<file path="config.mk">
export PLATFORM = sky130hd
export DESIGN_NAME = vip_frame_ctrl_flat
export DESIGN_NICKNAME = d
export VERILOG_FILES = /design/src/rtl/vip_frame_ctrl_if.sv /design/src/rtl/vip_frame_ctrl.sv /design/src/flat_wrapper.sv
export SDC_FILE = /design/constraint.sdc
export NUM_CORES = 1
export LEC_CHECK = 0
export BUFFER_PORTS_ARGS = -buffer_cell sky130_fd_sc_hd__buf_2
export CAP_MARGIN = 20
export CORE_MARGIN = 4
export CORE_UTILIZATION = 30
export DETAILED_ROUTE_END_ITERATION = 8
export SETUP_SLACK_MARGIN = 0.05
export SLEW_MARGIN = 20
export SYNTH_ARGS = -nofsm -noshare
export SYNTH_HDL_FRONTEND = slang
export SYNTH_SLANG_ARGS = --single-unit
</file>
<file path="constraint.sdc">
create_clock -name clk -period 2.1 [get_ports clk]
set_input_delay 0.105 -clock clk [delete_from_list [all_inputs] [get_ports clk]]
set_output_delay 0.105 -clock clk [all_outputs]
set_load 0.1 [all_outputs]
</file>
<file path="src/rtl/vip_frame_ctrl_if.sv">
// Bus bundle for the frame controller: input video timing, the config
// valid/ready port, and the per-frame status/active-config outputs.
//
// Handshake: a config transfer happens on a rising clk edge where
// cfg_valid and cfg_ready are both 1. The requester keeps cfg_valid,
// cfg_mode and cfg_threshold stable until that edge; cfg_ready never
// depends combinationally on cfg_valid.
interface vip_frame_ctrl_if;
  logic       pre_frame_vsync;
  logic       pre_frame_href;
  logic       pre_frame_de;
  logic       cfg_valid;
  logic       cfg_ready;
  logic [1:0] cfg_mode;
  logic [7:0] cfg_threshold;
  logic [1:0] act_mode;
  logic [7:0] act_threshold;
  logic       frame_done;
  logic       frame_err;
  logic [15:0] frame_cnt;
  logic [11:0] last_lines;
  logic [1:0] dbg_state;

  modport master (
    output pre_frame_vsync, pre_frame_href, pre_frame_de,
    output cfg_valid, cfg_mode, cfg_threshold,
    input  cfg_ready, act_mode, act_threshold,
    input  frame_done, frame_err, frame_cnt, last_lines, dbg_state
  );

  modport slave (
    input  pre_frame_vsync, pre_frame_href, pre_frame_de,
    input  cfg_valid, cfg_mode, cfg_threshold,
    output cfg_ready, act_mode, act_threshold,
    output frame_done, frame_err, frame_cnt, last_lines, dbg_state
  );
endinterface

</file>
<file path="src/rtl/vip_frame_ctrl.sv">
// Frame-synchronous controller for the RGB->Y / Sobel chain.
// Holds one pending config entry, applies it only at frame start, and
// checks line/pixel counts of every frame, reporting status at frame end.
module vip_frame_ctrl #(
  parameter int H_PIXELS      = 640,
  parameter int V_LINES       = 480,
  parameter int DEF_THRESHOLD = 128,
  parameter int DEF_MODE      = 2
) (
  input  logic           clk,
  input  logic           rst_n,
  vip_frame_ctrl_if.slave bus
);

  localparam logic [11:0] LP_H       = 12'(H_PIXELS);
  localparam logic [11:0] LP_V       = 12'(V_LINES);
  localparam logic [11:0] LP_CNT_MAX = 12'hFFF;
  localparam logic [7:0]  LP_DEF_THR = 8'(DEF_THRESHOLD);
  localparam logic [1:0]  LP_DEF_MOD = 2'(DEF_MODE);

  // SYNC skips a frame already running at reset release.
  typedef enum logic [1:0] {
    ST_SYNC   = 2'd0,
    ST_IDLE   = 2'd1,
    ST_ACTIVE = 2'd2
  } state_t;

  state_t      r_state;
  state_t      w_state_nxt;

  logic        r_vsync_d;
  logic        r_href_d;
  logic [11:0] r_pix_cnt;
  logic [11:0] r_line_cnt;
  logic        r_err_acc;

  // cfg_ready doubles as "pending slot empty"
  logic        r_cfg_ready;
  logic [1:0]  r_pend_mode;
  logic [7:0]  r_pend_thr;

  logic [1:0]  r_act_mode;
  logic [7:0]  r_act_thr;
  logic        r_frame_done;
  logic        r_frame_err;
  logic [15:0] r_frame_cnt;
  logic [11:0] r_last_lines;

  logic        w_fs;
  logic        w_fe;
  logic        w_hs;
  logic        w_he;
  logic        w_start;
  logic        w_end;
  logic        w_cfg_xfer;
  logic [11:0] w_pix_base;
  logic [11:0] w_pix_nxt;
  logic [11:0] w_line_nxt;
  logic        w_err_nxt;

  assign w_fs = bus.pre_frame_vsync & ~r_vsync_d;
  assign w_fe = ~bus.pre_frame_vsync & r_vsync_d;
  assign w_hs = bus.pre_frame_href & ~r_href_d;
  assign w_he = ~bus.pre_frame_href & r_href_d;

  assign w_cfg_xfer = bus.cfg_valid & r_cfg_ready;

  // Line start restarts the pixel count; a de in that same cycle still counts.
  assign w_pix_base = w_hs ? 12'd0 : r_pix_cnt;
  assign w_pix_nxt  = (bus.pre_frame_de && (w_pix_base != LP_CNT_MAX)) ?
                      (w_pix_base + 12'd1) : w_pix_base;
  // Closing line is folded in before frame status is taken (he with fe).
  assign w_line_nxt = (w_he && (r_line_cnt != LP_CNT_MAX)) ?
                      (r_line_cnt + 12'd1) : r_line_cnt;
  assign w_err_nxt  = r_err_acc | (w_he & (r_pix_cnt != LP_H));

  // FSM state register
  always_ff @(posedge clk or negedge rst_n) begin
    if (!rst_n) r_state <= ST_SYNC;
    else        r_state <= w_state_nxt;
  end

  // FSM next state and frame start/end strobes
  always_comb begin
    w_state_nxt = r_state;
    w_start     = 1'b0;
    w_end       = 1'b0;
    case (r_state)
      ST_SYNC: begin
        if (!bus.pre_frame_vsync) w_state_nxt = ST_IDLE;
      end
      ST_IDLE: begin
        if (w_fs) begin
          w_state_nxt = ST_ACTIVE;
          w_start     = 1'b1;
        end
      end
      ST_ACTIVE: begin
        if (w_fe) begin
          w_state_nxt = ST_IDLE;
          w_end       = 1'b1;
        end
      end
      default: w_state_nxt = ST_SYNC;
    endcase
  end

  // Edge-detect history
  always_ff @(posedge clk or negedge rst_n) begin
    if (!rst_n) begin
      r_vsync_d <= 1'b0;
      r_href_d  <= 1'b0;
    end else begin
      r_vsync_d <= bus.pre_frame_vsync;
      r_href_d  <= bus.pre_frame_href;
    end
  end

  // Pending config slot: filled by a transfer, emptied at frame start
  always_ff @(posedge clk or negedge rst_n) begin
    if (!rst_n) begin
      r_cfg_ready <= 1'b1;
      r_pend_mode <= 2'd0;
      r_pend_thr  <= 8'd0;
    end else begin
      if (w_cfg_xfer) begin
        r_cfg_ready <= 1'b0;
        r_pend_mode <= (bus.cfg_mode == 2'd3) ? 2'd2 : bus.cfg_mode;
        r_pend_thr  <= bus.cfg_threshold;
      end else if (w_start && !r_cfg_ready) begin
        r_cfg_ready <= 1'b1;
      end
    end
  end

  // Active config, timing counters and frame status
  always_ff @(posedge clk or negedge rst_n) begin
    if (!rst_n) begin
      r_act_mode   <= LP_DEF_MOD;
      r_act_thr    <= LP_DEF_THR;
      r_pix_cnt    <= 12'd0;
      r_line_cnt   <= 12'd0;
      r_err_acc    <= 1'b0;
      r_frame_done <= 1'b0;
      r_frame_err  <= 1'b0;
      r_frame_cnt  <= 16'd0;
      r_last_lines <= 12'd0;
    end else begin
      r_frame_done <= 1'b0;
      if (w_start) begin
        if (!r_cfg_ready) begin
          r_act_mode <= r_pend_mode;
          r_act_thr  <= r_pend_thr;
        end
        r_pix_cnt  <= 12'd0;
        r_line_cnt <= 12'd0;
        r_err_acc  <= 1'b0;
      end else if (r_state == ST_ACTIVE) begin
        r_pix_cnt  <= w_pix_nxt;
        r_line_cnt <= w_line_nxt;
        r_err_acc  <= w_err_nxt;
        if (w_end) begin
          r_frame_done <= 1'b1;
          r_last_lines <= w_line_nxt;
          r_frame_err  <= w_err_nxt | (w_line_nxt != LP_V);
          r_frame_cnt  <= r_frame_cnt + 16'd1;
        end
      end
    end
  end

  assign bus.cfg_ready     = r_cfg_ready;
  assign bus.act_mode      = r_act_mode;
  assign bus.act_threshold = r_act_thr;
  assign bus.frame_done    = r_frame_done;
  assign bus.frame_err     = r_frame_err;
  assign bus.frame_cnt     = r_frame_cnt;
  assign bus.last_lines    = r_last_lines;
  assign bus.dbg_state     = r_state;

endmodule

</file>
<file path="src/flat_wrapper.sv">
// flat-port wrapper written by rule: the top's interface ports become plain ports
module vip_frame_ctrl_flat 
#(
  parameter int H_PIXELS      = 640,
  parameter int V_LINES       = 480,
  parameter int DEF_THRESHOLD = 128,
  parameter int DEF_MODE      = 2
)
  (clk, rst_n, bus_pre_frame_vsync, bus_pre_frame_href, bus_pre_frame_de, bus_cfg_valid, bus_cfg_mode, bus_cfg_threshold, bus_cfg_ready, bus_act_mode, bus_act_threshold, bus_frame_done, bus_frame_err, bus_frame_cnt, bus_last_lines, bus_dbg_state);
  vip_frame_ctrl_if bus_i ();
  input  logic clk;
  input  logic rst_n;
  input wire logic [$bits(bus_i.pre_frame_vsync)-1:0] bus_pre_frame_vsync;
  input wire logic [$bits(bus_i.pre_frame_href)-1:0] bus_pre_frame_href;
  input wire logic [$bits(bus_i.pre_frame_de)-1:0] bus_pre_frame_de;
  input wire logic [$bits(bus_i.cfg_valid)-1:0] bus_cfg_valid;
  input wire logic [$bits(bus_i.cfg_mode)-1:0] bus_cfg_mode;
  input wire logic [$bits(bus_i.cfg_threshold)-1:0] bus_cfg_threshold;
  output wire logic [$bits(bus_i.cfg_ready)-1:0] bus_cfg_ready;
  output wire logic [$bits(bus_i.act_mode)-1:0] bus_act_mode;
  output wire logic [$bits(bus_i.act_threshold)-1:0] bus_act_threshold;
  output wire logic [$bits(bus_i.frame_done)-1:0] bus_frame_done;
  output wire logic [$bits(bus_i.frame_err)-1:0] bus_frame_err;
  output wire logic [$bits(bus_i.frame_cnt)-1:0] bus_frame_cnt;
  output wire logic [$bits(bus_i.last_lines)-1:0] bus_last_lines;
  output wire logic [$bits(bus_i.dbg_state)-1:0] bus_dbg_state;
  assign bus_i.pre_frame_vsync = bus_pre_frame_vsync;
  assign bus_i.pre_frame_href = bus_pre_frame_href;
  assign bus_i.pre_frame_de = bus_pre_frame_de;
  assign bus_i.cfg_valid = bus_cfg_valid;
  assign bus_i.cfg_mode = bus_cfg_mode;
  assign bus_i.cfg_threshold = bus_cfg_threshold;
  assign bus_cfg_ready = bus_i.cfg_ready;
  assign bus_act_mode = bus_i.act_mode;
  assign bus_act_threshold = bus_i.act_threshold;
  assign bus_frame_done = bus_i.frame_done;
  assign bus_frame_err = bus_i.frame_err;
  assign bus_frame_cnt = bus_i.frame_cnt;
  assign bus_last_lines = bus_i.last_lines;
  assign bus_dbg_state = bus_i.dbg_state;
  vip_frame_ctrl #(.H_PIXELS(H_PIXELS), .V_LINES(V_LINES), .DEF_THRESHOLD(DEF_THRESHOLD), .DEF_MODE(DEF_MODE)) u_core (.clk(clk), .rst_n(rst_n), .bus(bus_i));
endmodule
</file>
==> out/qor_table.md, run 1 <==
| Quantity | This run | Unit |
|:---|:---|:---|
| Outcome | finished, final reports clean | - |
| Die Span Y | 123 | um |
| Largest incremental delay on the critical path | 0.39 | ns |
| Num ports | 59 | - |
| Capture instance of the worst register-to-register path | u_core.r_pix_cnt[7]$_DFFE_PN0P_ | - |
| Combinational family with the most area after synthesis | simple AND/OR/NAND/NOR gates | - |
| Number of nets produced by synthesis | 403 | - |
| GRT Util Overall | 13.2 | % |
| Seq/Total Area, Yosys | 50.8 | % |
| Critical path endpoint category | flop | - |
| Post-Syn Area | 3950 | sq um |
| Number of sinks handled by clock tree synthesis | 80 | - |
| Complex-gate fraction of the synthesized area | 15.1 | % |
| Number of flops mapped to enable cells by yosys | 0 | - |
| Clock transition at the registers of the reported paths | 0.06 | ns |
| Final core utilization | 39.9 | % |
| Deepest clock path buffer count | 2 | - |
| Die width | 123 | um |
| Proportion of layout cells with a drive suffix above 1 | 32.5 | % |
| Top flip-flop cell by instance count after synthesis | dfrtp_1 | - |
| Worst slew pin tran | 0.614 | ns |
| CTS tree | done | - |
| Initial core utilization | 30.9 | % |
| Required time of the worst setup path | 2.33 | ns |
| Peak Freq | 501 | MHz |
| Minimum period implied by the final worst setup slack | 2.00 | ns |
| Highest-count cells in the layout ignoring fill and taps | dfrtp_1 (68), buf_2 (57), nand2_1 (49), buf_4 (30), o21ai_0 (22) | - |
| Fraction of synthesis flops using an asynchronous set or reset pin | 100 | % |
| Area grow syn2layout | 29.3 | % |
| Initial antenna violation count | 1 | - |
| Data arrival at the endpoint of the critical path | 2.23 | ns |
| Max transition margin | 59.0 | % |
| Final GP Congestion | 0.908 | - |
| DRT iter0 DRCs | 193 | - |
| RSZ-0062 raised after global routing | yes | - |
| Wire length of the first global-routing pass | 15800 | um |
| Register bit total from synthesis | 80 | - |
| H-Tree Depth | 3 | - |
| Number of antenna repair diodes | 0 | - |
| Simple-gate share of the synthesized area | 19.3 | % |
| R2r setup slk | 0.10 | ns |
| Multiplexer share of the synthesized area | 5.68 | % |
| Total via count after detailed routing | 3266 | - |
| Cell repeated most along the worst path | and2_4 | - |
| Number of optimization iterations in the first detailed-route pass | 4 | - |
| Slowest cell on crit path | dfrtp_1 | - |
| PwrDens | 1000 | nW/um^2 |
| Adder and majority gate portion of the synthesized area | 0.951 | % |
| Ordered list of cells on the worst path | nand2b_4 > and2_4 > ha_4 > nand4_1 > nor3b_2 > a311oi_4 > buf_6 > and2_4 > a41o_1 | - |
| Setup tns final | 0 | ns |
| Worst hold-check path type | input port to flop | - |
| Leak | 2.33 | nW |
| Most common cell after layout, fill and taps aside | dfrtp_1 | - |
| Post-Place Worst Slack | 0.0164 | ns |
| Share of the clock period used by the worst path after layout | 95.0 | % |
| GRT overflow | 0 | - |
| Startpoint type of the worst setup path | flop | - |
| Clock Latency Late Sink | 0.35 | ns |
| Count of input and output buffers | 58 | - |
| Worst setup skew after layout | 0.00716 | ns |
| Max Fanout on Critical Path | 7 | - |
| Slew Viols, Final | 0 | - |
| Final Routed Wirelength | 9590 | um |
| Number of nets at the end of the flow | 497 | - |
| Crit path launch | u_core.r_href_d$_DFF_PN0_ | - |
| Xor and xnor area share after synthesis | 4.88 | % |
| Min setup slack post-route | 0.104 | ns |
| Logic depth of the worst register-to-register path | 9 | - |
| Number of vias per cell after detailed routing | 4.99 | - |
| Average footprint of a synthesized cell | 10.3 | sq um |
| Number of global-route vias before repair | 3225 | - |
| Post-route DRC | 0 | - |
| Number of maximum-capacitance constraint violations | 0 | - |
| Critical register-to-register path startpoint | u_core.r_href_d$_DFF_PN0_ | - |
| Core Box Area | 12800 | sq um |
| Final HPWL DP | 6820 | um |
| Count of final hold-check violations | 0 | - |
| Largest net degree at the start of global routing | 47 | - |
| Count of warnings emitted by yosys | 0 | - |
| Capture point of the worst path | u_core.r_pix_cnt[7]$_DFFE_PN0P_ | - |
| Final setup violation count | 0 | - |
| Number of distinct library cell variants in the gate-level netlist after synthesis | 58 | - |
| Largest vdd supply drop | 0.000423 | V |
| Number of buffers inserted during clock tree synthesis | 9 | - |
| Per-cell routed wire length | 14.6 | um |
| Clock root buffer | clkbuf_16 | - |
| DIE AREA | 15100 | sq um |
| Kind of critical path | flop to flop | - |
| Number of placement rows | 41 | - |
| Number of standard cells after synthesis | 384 | - |
| Count of antenna-violating nets left after detailed routing | 0 | - |
worst min path at each step:
stage | start | end | slack, ns | cells past startpoint
6_report | bus_cfg_mode[0] | u_core.r_pend_mode[0]$_DFFE_PN0P_ | 0.01 | 3
5_1_grt | bus_cfg_mode[1] | u_core.r_pend_mode[1]$_DFFE_PN0P_ | 0.03 | 2
4_1_cts | bus_cfg_mode[0] | u_core.r_pend_mode[0]$_DFFE_PN0P_ | 0.02 | 3
3_5_place_dp | rst_n | u_core.bus.act_mode[0]$_DFFE_PN0P_ | 0.16 | 1
3_3_place_gp | rst_n | u_core.r_pend_thr[7]$_DFFE_PN0P_ | 0.15 | 1
2_1_floorplan | rst_n | u_core.bus.act_mode[0]$_DFFE_PN0P_ | -0.19 | 0
synth_stat cells (5+ instances only):
cell       n  share of area, %
o21ai_0   22               2.8
xnor2_1   17               3.8
and3_1     8               1.3
and2_1     6              0.95
nand4_1   11               1.7
and4_1     5               1.1
a21o_1     5              0.95
mux2_2    19               5.4
nand3_1   15               1.9
nand2_1   49               4.7
a21oi_1   16               2.0
xor2_1     5               1.1
nor2_1    19               1.8
nand2b_1   5              0.79
dfrtp_1   77                49
a31oi_1   15               2.4
clkbuf_1  10              0.95
inv_1      9              0.86
critical path, delay by kind of cell, from the launching register on:
| family | cells | cell delay, ns |
|---|---|---|
| and+or+nand+nor | 5 | 0.81 |
| buffers and inverters | 1 | 0.16 |
| DFF | 1 | 0.39 |
| adders and majority gates | 1 | 0.15 |
| AOI/OAI and AO/OA | 2 | 0.37 |
through the flow:
step           cells  total power, mW  hold slack, ns  instance area [sq um]
2_1_floorplan    384             3.30          -0.191                   3970
3_3_place_gp     618             3.60           0.146                   4560
3_5_place_dp     618             3.63           0.156                   4560
4_1_cts          649             5.14          0.0156                   4990
5_1_grt          655             5.32          0.0271                   5100
6_report         655             5.12          0.0133                   5100
where the power goes:
| group | total, mW | internal, mW | switching [mW] |
|---|---|---|---|
| sequential | 1.92 | 1.78 | 0.137 |
| clock | 1.49 | 0.811 | 0.677 |
| combinational | 1.71 | 0.363 | 1.35 |
cells by family after synthesis:
kind of cell    count (synthesis)
simple gates                  144
compound gates                 87
flops                          80
buf+inv                        28
xor+xnor                       22
mux                            20
fa+ha+maj                       3
flip-flops by register name (all words and copies together), names as in the netlist:
signal                    cells
u_core.r_href_d               1
u_core.bus.dbg_state          2
u_core.bus.act_mode           2
u_core.r_pix_cnt             12
u_core.r_pend_mode            2
u_core.bus.cfg_ready          1
u_core.r_pend_thr             8
u_core.bus.frame_cnt         16
u_core.r_line_cnt            12
u_core.bus.frame_done         1
u_core.r_vsync_d              1
u_core.bus.act_threshold      8
u_core.bus.frame_err          1
u_core.r_err_acc              1
u_core.bus.last_lines        12
routing by layer:
metal / global-route usage [%] / vias to the layer above / routed length [um]
li1: - / 1582 / -
met1: 16.5 / 1586 / 4220
met2: 21.9 / 79 / 4690
met3: 3.92 / 17 / 516
met4: 4.06 / 2 / 150
met5: 0 / - / 7
what timing repair did:
action	4_1_cts	5_1_grt
pin swaps	2	6
resized for setup	1	16
endpoints found under the hold margin	53	0
setup buffers	3	6
hold buffers	12	0
setup endpoints to repair	3	11
final cells by class:
class                           instances  area (sq um)
Sequential cell                        80          2020
Timing Repair Buffer                  102           673
Fill cell                            1243          7670
Clock buffer                            9           225
Clock inverter                          7          55.1
Inverter                                9          33.8
Tap cell                              172           215
Multi-Input combinational cell        276          1880
Note: power is estimated with default switching activity, not from simulation.
==> run 2: changes to the inputs <==
--- a/config.mk
+++ b/config.mk
@@ -5,6 +5,7 @@
 export SDC_FILE = /design/constraint.sdc
 export NUM_CORES = 1
 export LEC_CHECK = 0
+export ABC_AREA = 1
 export BUFFER_PORTS_ARGS = -buffer_cell sky130_fd_sc_hd__buf_2
 export CAP_MARGIN = 20
 export CORE_MARGIN = 4
==> run 2 against run 1 <==
Effect of this change:
- setup slack better by 0.092 ns
- global-route usage shrank 0.66 points
- die area rose by 3.3%
- clock power grew 13%
- sequential share of layout area up 0.13 points
- final cell count grew 16%
- synthesized cell count is 31% higher
- highest routed layer is now met4
- critical endpoint unchanged
- register-to-register slack improved by 0.09 ns
- count of clock-buffer cells in the layout grew 4
- combinational power grew 75%
- non-clock buffer count is 24 lower
==> out/qor_table.md, run 2 <==
| Quantity | This run | Unit | Change |
|:---|:---|:---|:---|
| Outcome | finished, final reports clean | - |  |
| Count of input and output buffers | 58 | - | unchanged |
| Ordered list of cells on the worst path | nor2_4 > buf_4 > nor2_2 > nand3_1 > nor2_4 > nand3_2 > nand2_4 > inv_2 > nand2_1 > nand2_1 > nand3_1 > o21ai_0 | - |  |
| Category of cells accounting for the largest share of critical-path delay | simple AND/OR/NAND/NOR gates | - |  |
| Worst setup skew after layout | 0.00548 | ns | -0.00168 ns |
| Number of optimization iterations in the first detailed-route pass | 5 | - | +1 |
| Buffers & Inverters on Critical Path | 2 | - | +1 |
| R2r setup slk | 0.20 | ns | +0.09 ns |
| Initial antenna violation count | 0 | - | -1 |
| Top flip-flop cell by instance count after synthesis | dfrtp_1 | - |  |
| Cell types occupying the most area after synthesis | dfrtp_1 (47%), nand2_1 (14%), inv_1 (5.1%), nand3_1 (4.2%), nor2_1 (4.1%) | - |  |
| Worst hold-check path type | input port to flop | - |  |
| Deepest clock path buffer count | 2 | - | unchanged |
| Logic depth of the worst register-to-register path | 12 | - | +3 |
| GRT Util Overall | 12.5 | % | -0.66 points |
| Hold Path Stages | 3 | - | unchanged |
| Post-route DRC | 0 | - | unchanged |
| Setup tns final | 0 | ns | unchanged |
| Count of warnings emitted by yosys | 0 | - | unchanged |
| Count of antenna-violating nets left after detailed routing | 0 | - | unchanged |
| Post CTS Setup Buffer Count | 0 | - | -3 |
| Startpoint type of the worst setup path | flop | - |  |
| Die Span Y | 125 | um | +1.6% |
| Uppermost routed layer | met4 | - |  |
| Number of nets produced by synthesis | 522 | - | +30% |
| DRT iter0 DRCs | 242 | - | +25% |
| Per-cell routed wire length | 12.5 | um | -15% |
| Required time of the worst setup path | 2.31 | ns | -0.02 ns |
| GRT overflow | 0 | - | unchanged |
| H-Tree Depth | 3 | - | unchanged |
| Wire length of the first global-routing pass | 16400 | um | +3.8% |
| Number of sinks handled by clock tree synthesis | 80 | - | unchanged |
| Fraction of synthesis flops using an asynchronous set or reset pin | 100 | % | unchanged |
| Number of global-route vias before repair | 3423 | - | +6.1% |
| Number of placement rows | 42 | - | +2.4% |
| Core Box Area | 13300 | sq um | +4.1% |
| Kind of critical path | flop to flop | - |  |
| Leak | 2.43 | nW | +4.5% |
| Critical register-to-register path startpoint | u_core.r_href_d$_DFF_PN0_ | - |  |
| Post-route worst hold slack | 0.0337 | ns | +0.0204 ns |
| Endpoint, Worst Hold | u_core.r_pend_mode[1]$_DFFE_PN0P_ | - |  |
| Most common cell after layout, fill and taps aside | nand2_1 | - |  |
| Post-synthesis cell type with the largest combined area | dfrtp_1 | - |  |
| Min-delay src | bus_cfg_mode[1] | - |  |
| Num ports | 59 | - | unchanged |
| Number of distinct library cell variants in the gate-level netlist after synthesis | 35 | - | -40% |
| Non-filler instance count after layout | 763 | - | +16% |
| Area grow syn2layout | 24.3 | % |  |
| DIE AREA | 15500 | sq um | +3.3% |
| Post-Syn Area | 4090 | sq um | +3.5% |
| Count of final hold-check violations | 0 | - | unchanged |
| Routed length on met2 | 4330 | um | -7.7% |
| Worst slew pin tran | 0.585 | ns | -0.0289 ns |
| Flip-flop count of the largest register after layout | 16 | - | unchanged |
| Final GP Congestion | 0.940 | - | +3.5% |
| Total routed wire length on the met1 layer | 4540 | um | +7.4% |
| Total via count after detailed routing | 3473 | - | +6.3% |
| Total met3 wirelength after detailed routing | 547 | um | +6.0% |
| Max Fanout on Critical Path | 14 | - | +7 |
| CTS tree | done | - |  |
| Number of antenna repair diodes | 0 | - | unchanged |
| Most frequently used cell type in the post-synthesis netlist | nand2_1 | - |  |
| Initial core utilization | 30.7 | % | -0.17 points |
| Number of buffers inserted during clock tree synthesis | 9 | - | unchanged |
| Clock transition at the registers of the reported paths | 0.06 | ns | about the same |
| Critical path endpoint category | flop | - |  |
| Largest net degree at the start of global routing | 43 | - | -8.5% |
| Clock root buffer | clkbuf_16 | - |  |
| Final Routed Wirelength | 9510 | um | -0.89% |
| Minimum period implied by the final worst setup slack | 1.90 | ns | -0.0924 ns |
| Clock Latency Late Sink | 0.34 | ns | about the same |
| Number of flops mapped to enable cells by yosys | 0 | - | unchanged |
| PwrDens | 1380 | nW/um^2 | +37% |
| Post-Place Cell Area | 4610 | sq um | +1.0% |
| Number of nets at the end of the flow | 601 | - | +21% |
| Proportion of layout cells with a drive suffix above 1 | 22.5 | % | -10 points |
| Slowest cell on crit path | dfrtp_1 | - |  |
| Post-synth top cells | nand2_1 (152), dfrtp_1 (77), inv_1 (56), nor2_1 (45), nand3_1 (34) | - |  |
| Slew Viols, Final | 0 | - | unchanged |
| Average footprint of a synthesized cell | 8.12 | sq um | -21% |
| Max transition margin | 60.9 | % | +1.9 points |
| Number of maximum-capacitance constraint violations | 0 | - | unchanged |
| RSZ-0062 raised after global routing | no | - |  |
| Share of the clock period used by the worst path after layout | 90.6 | % | -4.4 points |
| Number of vias per cell after detailed routing | 4.55 | - | -8.7% |
| Capture instance of the worst register-to-register path | u_core.r_pix_cnt[7]$_DFFE_PN0P_ | - |  |
| Data arrival at the endpoint of the critical path | 2.11 | ns | -0.12 ns |
| Design area | 5080 | sq um | -0.44% |
| Cell count after placement | 734 | - | +19% |
| Highest-count cells in the layout ignoring fill and taps | nand2_1 (152), dfrtp_1 (70), buf_2 (57), inv_1 (56), nor2_1 (43) | - |  |
| Seq/Total Area, Yosys | 49.1 | % | -1.7 points |
| Fraction of post-synthesis cell area in the top cell type by area | 47.2 | % | -1.7 points |
| Peak Freq | 525 | MHz | +4.9% |
| Number of standard cells after synthesis | 503 | - | +31% |
| Register bit total from synthesis | 80 | - | unchanged |
| Die width | 125 | um | +1.6% |
| Largest incremental delay on the critical path | 0.39 | ns | about the same |
| Final setup violation count | 0 | - | unchanged |
| Final HPWL DP | 6950 | um | +1.9% |
| Largest vdd supply drop | 0.00137 | V | +220% |
run 2: changes by cell type after synthesis, sizes merged, moves of 8 or more:
cell,previous run,this run
a21oi,16,6
a31oi,15,0
and3,8,0
inv,9,58
mux2,19,7
nand2,49,160
nand3,15,39
nor2,20,61
o21ai,24,34
o22ai,1,11
xnor2,17,6
run 2: cells by family after synthesis:
kind of cell               count (synthesis)  share of synthesized area [%]
DFF                                       80                           49.1
muxes                                      7                           1.93
and+or+nand+nor                          273                           30.4
buffers and inverters                     70                           7.04
AOI/OAI and AO/OA                         54                           7.14
adders and majority gates                  3                          0.919
xor gates and xnor gates                  16                           3.43
run 2: final cells by class:
class                      count  area (sq um)
clock buffer                  13           250
clock inverter                 3          67.6
fill                        1379          8220
inverter                      60           225
multi-input combinational    353          1810
sequential                    80          2010
tap                          176           220
timing repair buffer          78           488
run 2: worst max path at each step:
stage / slack, ns / from / end / cells past startpoint
after floorplan: 0.14 / u_core.bus.frame_cnt[6]$_DFFE_PN0P_ / u_core.bus.frame_cnt[13]$_DFFE_PN0P_ / 6
after global placement: 0.20 / u_core.r_pix_cnt[1]$_DFFE_PN0P_ / u_core.r_pix_cnt[7]$_DFFE_PN0P_ / 12
after detailed placement: 0.13 / u_core.r_href_d$_DFF_PN0_ / u_core.r_pix_cnt[7]$_DFFE_PN0P_ / 12
after CTS: 0.10 / u_core.r_href_d$_DFF_PN0_ / u_core.r_pix_cnt[7]$_DFFE_PN0P_ / 12
after global routing: 0.03 / u_core.r_href_d$_DFF_PN0_ / u_core.r_pix_cnt[11]$_DFFE_PN0P_ / 12
final: 0.20 / u_core.r_href_d$_DFF_PN0_ / u_core.r_pix_cnt[7]$_DFFE_PN0P_ / 12
run 2: layer usage:
| layer | vias to the layer above | global-route usage [%] |
|---|---|---|
| met5 | - | 0 |
| met4 | 0 | 3.16 |
| met1 | 1615 | 17.2 |
| met3 | 9 | 3.52 |
| li1 | 1754 | - |
| met2 | 95 | 19.6 |
run 2: repair_timing:
action	4_1_cts	5_1_grt
endpoints found under the hold margin	52	0
endpoints found under the setup margin	0	9
hold buffers	13	0
gates resized for setup	0	6
run 2: stage by stage:
stage | utilization, % | total power [mW] | worst slack (ns)
2_1_floorplan | - | 4.73 | 0.139
3_3_place_gp | 34.7 | 5.30 | 0.202
3_5_place_dp | 34.7 | 5.32 | 0.129
4_1_cts | 38.0 | 7.05 | 0.105
5_1_grt | 38.2 | 7.37 | 0.0275
6_report | 38.2 | 6.99 | 0.196
run 2: power breakdown:
part	switching (mW)	total, mW	internal (mW)
sequential	0.323	2.32	2.00
clock	0.603	1.68	1.08
combinational	2.43	2.99	0.565
total	3.35	6.99	3.64
run 2: worst min-delay path, cell delays in order:
cell and delay (ns):
buf_2 0.08, nor2_1 0.04, a21oi_1 0.10
==> run 3: changes to the inputs <==
--- a/config.mk
+++ b/config.mk
@@ -11,6 +11,7 @@
 export CORE_MARGIN = 4
 export CORE_UTILIZATION = 30
 export DETAILED_ROUTE_END_ITERATION = 8
+export RECOVER_POWER = 100
 export SETUP_SLACK_MARGIN = 0.05
 export SLEW_MARGIN = 20
 export SYNTH_ARGS = -nofsm -noshare
==> run 3 against run 2 <==
Effect of this change:
- worst hold slack improved by 0.00066 ns
- core utilization decreased by 0.64 points
- flip-flop and latch count unchanged
- sequential share of layout area increased by 0.65 points
- final cell count unchanged
- critical endpoint unchanged
- largest power group unchanged
==> out/qor_table.md, run 3 (synthesis results as in run 2) <==
| Quantity | This run | Unit | Change |
|:---|:---|:---|:---|
| Final Routed Wirelength | 9600 | um | +1.0% |
| Total power | 6.92 | mW | -0.94% |
| Number of buffers inserted during clock tree synthesis | 9 | - | unchanged |
| Initial antenna violation count | 0 | - | unchanged |
| Largest vdd supply drop | 0.00137 | V | -0.45% |
| Post-Place Cell Area | 4610 | sq um | unchanged |
| Flip-flop count of the largest register after layout | 16 | - | unchanged |
| Final HPWL DP | 6950 | um | unchanged |
| Slowest cell on crit path | dfrtp_1 | - |  |
| Area grow syn2layout | 22.3 | % |  |
| Hold Path Stages | 3 | - | unchanged |
| Number of global-route vias before repair | 3423 | - | unchanged |
| Most common cell after layout, fill and taps aside | nand2_1 | - |  |
| Number of optimization iterations in the first detailed-route pass | 5 | - | unchanged |
| Category of cells accounting for the largest share of critical-path delay | simple AND/OR/NAND/NOR gates | - |  |
| Leak | 2.25 | nW | -7.3% |
| Final GP Congestion | 0.940 | - | unchanged |
| Count of final hold-check violations | 0 | - | unchanged |
| Die Span Y | 125 | um | unchanged |
| Die width | 125 | um | unchanged |
| Number of sinks handled by clock tree synthesis | 80 | - | unchanged |
| Ordered list of cells on the worst path | nor2_4 > buf_4 > nor2_2 > nand3_1 > nor2_4 > nand3_2 > nand2_4 > inv_2 > nand2_1 > nand2_1 > nand3_1 > o21ai_0 | - |  |
| Post-route worst hold slack | 0.0343 | ns | +0.000663 ns |
| Data arrival at the endpoint of the critical path | 2.13 | ns | +0.02 ns |
| Largest net degree at the start of global routing | 43 | - | unchanged |
| Share of the clock period used by the worst path after layout | 91.4 | % | +0.77 points |
| RSZ-0062 raised after global routing | no | - |  |
| Clock Latency Late Sink | 0.34 | ns | about the same |
| Slew Viols, Final | 0 | - | unchanged |
| Total via count after detailed routing | 3461 | - | -0.35% |
| Outcome | finished, final reports clean | - |  |
| Count of input and output buffers | 58 | - | unchanged |
| Initial core utilization | 30.7 | % | unchanged |
| Buffers & Inverters on Critical Path | 2 | - | unchanged |
| Deepest clock path buffer count | 2 | - | unchanged |
| Post-Place Worst Slack | 0.129 | ns | unchanged |
| Post-route DRC | 0 | - | unchanged |
| DRT iter0 DRCs | 208 | - | -14% |
| CTS tree | done | - |  |
| Proportion of layout cells with a drive suffix above 1 | 13.3 | % | -9.2 points |
| Worst setup skew after layout | 0.00548 | ns | +0.00000469 ns |
| Required time of the worst setup path | 2.31 | ns | about the same |
| Largest incremental delay on the critical path | 0.39 | ns | about the same |
| Worst hold-check path type | input port to flop | - |  |
| Core Box Area | 13300 | sq um | unchanged |
| Minimum period implied by the final worst setup slack | 1.92 | ns | +0.0161 ns |
| Number of nets at the end of the flow | 601 | - | unchanged |
| Number of antenna repair diodes | 0 | - | unchanged |
| Max Fanout on Critical Path | 14 | - | unchanged |
| Clock transition at the registers of the reported paths | 0.06 | ns | about the same |
| Cell count after placement | 734 | - | unchanged |
| PwrDens | 1390 | nW/um^2 | +0.74% |
| GRT Util Overall | 12.5 | % | unchanged |
| Highest-count cells in the layout ignoring fill and taps | nand2_1 (153), dfrtp_1 (71), inv_1 (56), clkbuf_1 (49), nor2_1 (46) | - |  |
| Number of vias per cell after detailed routing | 4.54 | - | -0.35% |
| Startpoint type of the worst setup path | flop | - |  |
| DIE AREA | 15500 | sq um | unchanged |
| Final core utilization | 37.6 | % | -0.64 points |
| H-Tree Depth | 3 | - | unchanged |
| Wire length of the first global-routing pass | 16400 | um | unchanged |
| Count of antenna-violating nets left after detailed routing | 0 | - | unchanged |
| Max transition margin | 20.8 | % | -40 points |
| Number of maximum-capacitance constraint violations | 0 | - | unchanged |
| Peak Freq | 521 | MHz | -0.84% |
| Min setup slack post-route | 0.180 | ns | -0.0161 ns |
| Setup tns final | 0 | ns | unchanged |
| Logic depth of the worst register-to-register path | 12 | - | unchanged |
| Design area | 4990 | sq um | -1.7% |
| Critical path depth | 12 | - | unchanged |
| Post CTS Setup Buffer Count | 0 | - | unchanged |
| Num ports | 59 | - | unchanged |
| Critical path endpoint category | flop | - |  |
| Non-filler instance count after layout | 763 | - | unchanged |
| GRT overflow | 0 | - | unchanged |
| Per-cell routed wire length | 12.6 | um | +1.0% |
| Worst slew pin tran | 1.19 | ns | +0.608 ns |
| Kind of critical path | flop to flop | - |  |
| Final setup violation count | 0 | - | unchanged |
| Number of placement rows | 42 | - | unchanged |
| Clock root buffer | clkbuf_16 | - |  |
run 3: cell types whose count changed in the layout (fill, tap and decap cells not counted), sizes merged:
cell and delta:
clkbuf +48, buf -48
run 3: path summary, 6_finish.rpt:
kind	start	to	slack, ns
max	u_core.r_href_d$_DFF_PN0_	u_core.r_pix_cnt[7]$_DFFE_PN0P_	0.18
min	bus_cfg_mode[1]	u_core.r_pend_mode[1]$_DFFE_PN0P_	0.03
min in group asynchronous	rst_n	u_core.bus.last_lines[1]$_DFFE_PN0P_	0.52
max reg2reg	u_core.r_href_d$_DFF_PN0_	u_core.r_pix_cnt[7]$_DFFE_PN0P_	0.18
max in group asynchronous	rst_n	u_core.bus.act_threshold[7]$_DFFE_PN1P_	0.76
min reg2reg	u_core.r_vsync_d$_DFF_PN0_	u_core.bus.dbg_state[1]$_DFFE_PN0P_	0.46
run 3: worst reg2reg max path, cell delays in order (launching register included):
cell and delay [ns]:
dfrtp_1 0.39, nor2_4 0.07, buf_4 0.19, nor2_2 0.13, nand3_1 0.17, nor2_4 0.17
nand3_2 0.10, nand2_4 0.13, inv_2 0.13, nand2_1 0.10, nand2_1 0.05, nand3_1 0.05
o21ai_0 0.10
run 3: final cells by class:
type / instances / area [sq um]
well taps: 176 / 220
inverters: 60 / 225
fillers: 1408 / 8300
clock inverters: 3 / 67.6
flip-flops and latches: 80 / 2010
multi-input cells: 353 / 1790
clock buffers: 13 / 250
repair buffers: 78 / 425
run 3: repair_timing:
action                                  in CTS  in global routing
endpoints found under the hold margin       52                  0
hold buffers                                13                  0
gates resized for setup                      0                  6
endpoints found under the setup margin       0                  9
run 3: per-layer routing:
metal / up-vias / global-route usage (%) / routed length [um]
li1: 1754 / - / -
met1: 1622 / 17.2 / 4630
met2: 76 / 19.6 / 4350
met3: 9 / 3.52 / 529
met4: 0 / 3.16 / 92
met5: - / 0 / 0
run 3: where the power goes:
part	switching [mW]	internal (mW)
Sequential	0.330	1.99
Combinational	2.43	0.492
Clock	0.603	1.08
Total	3.36	3.56
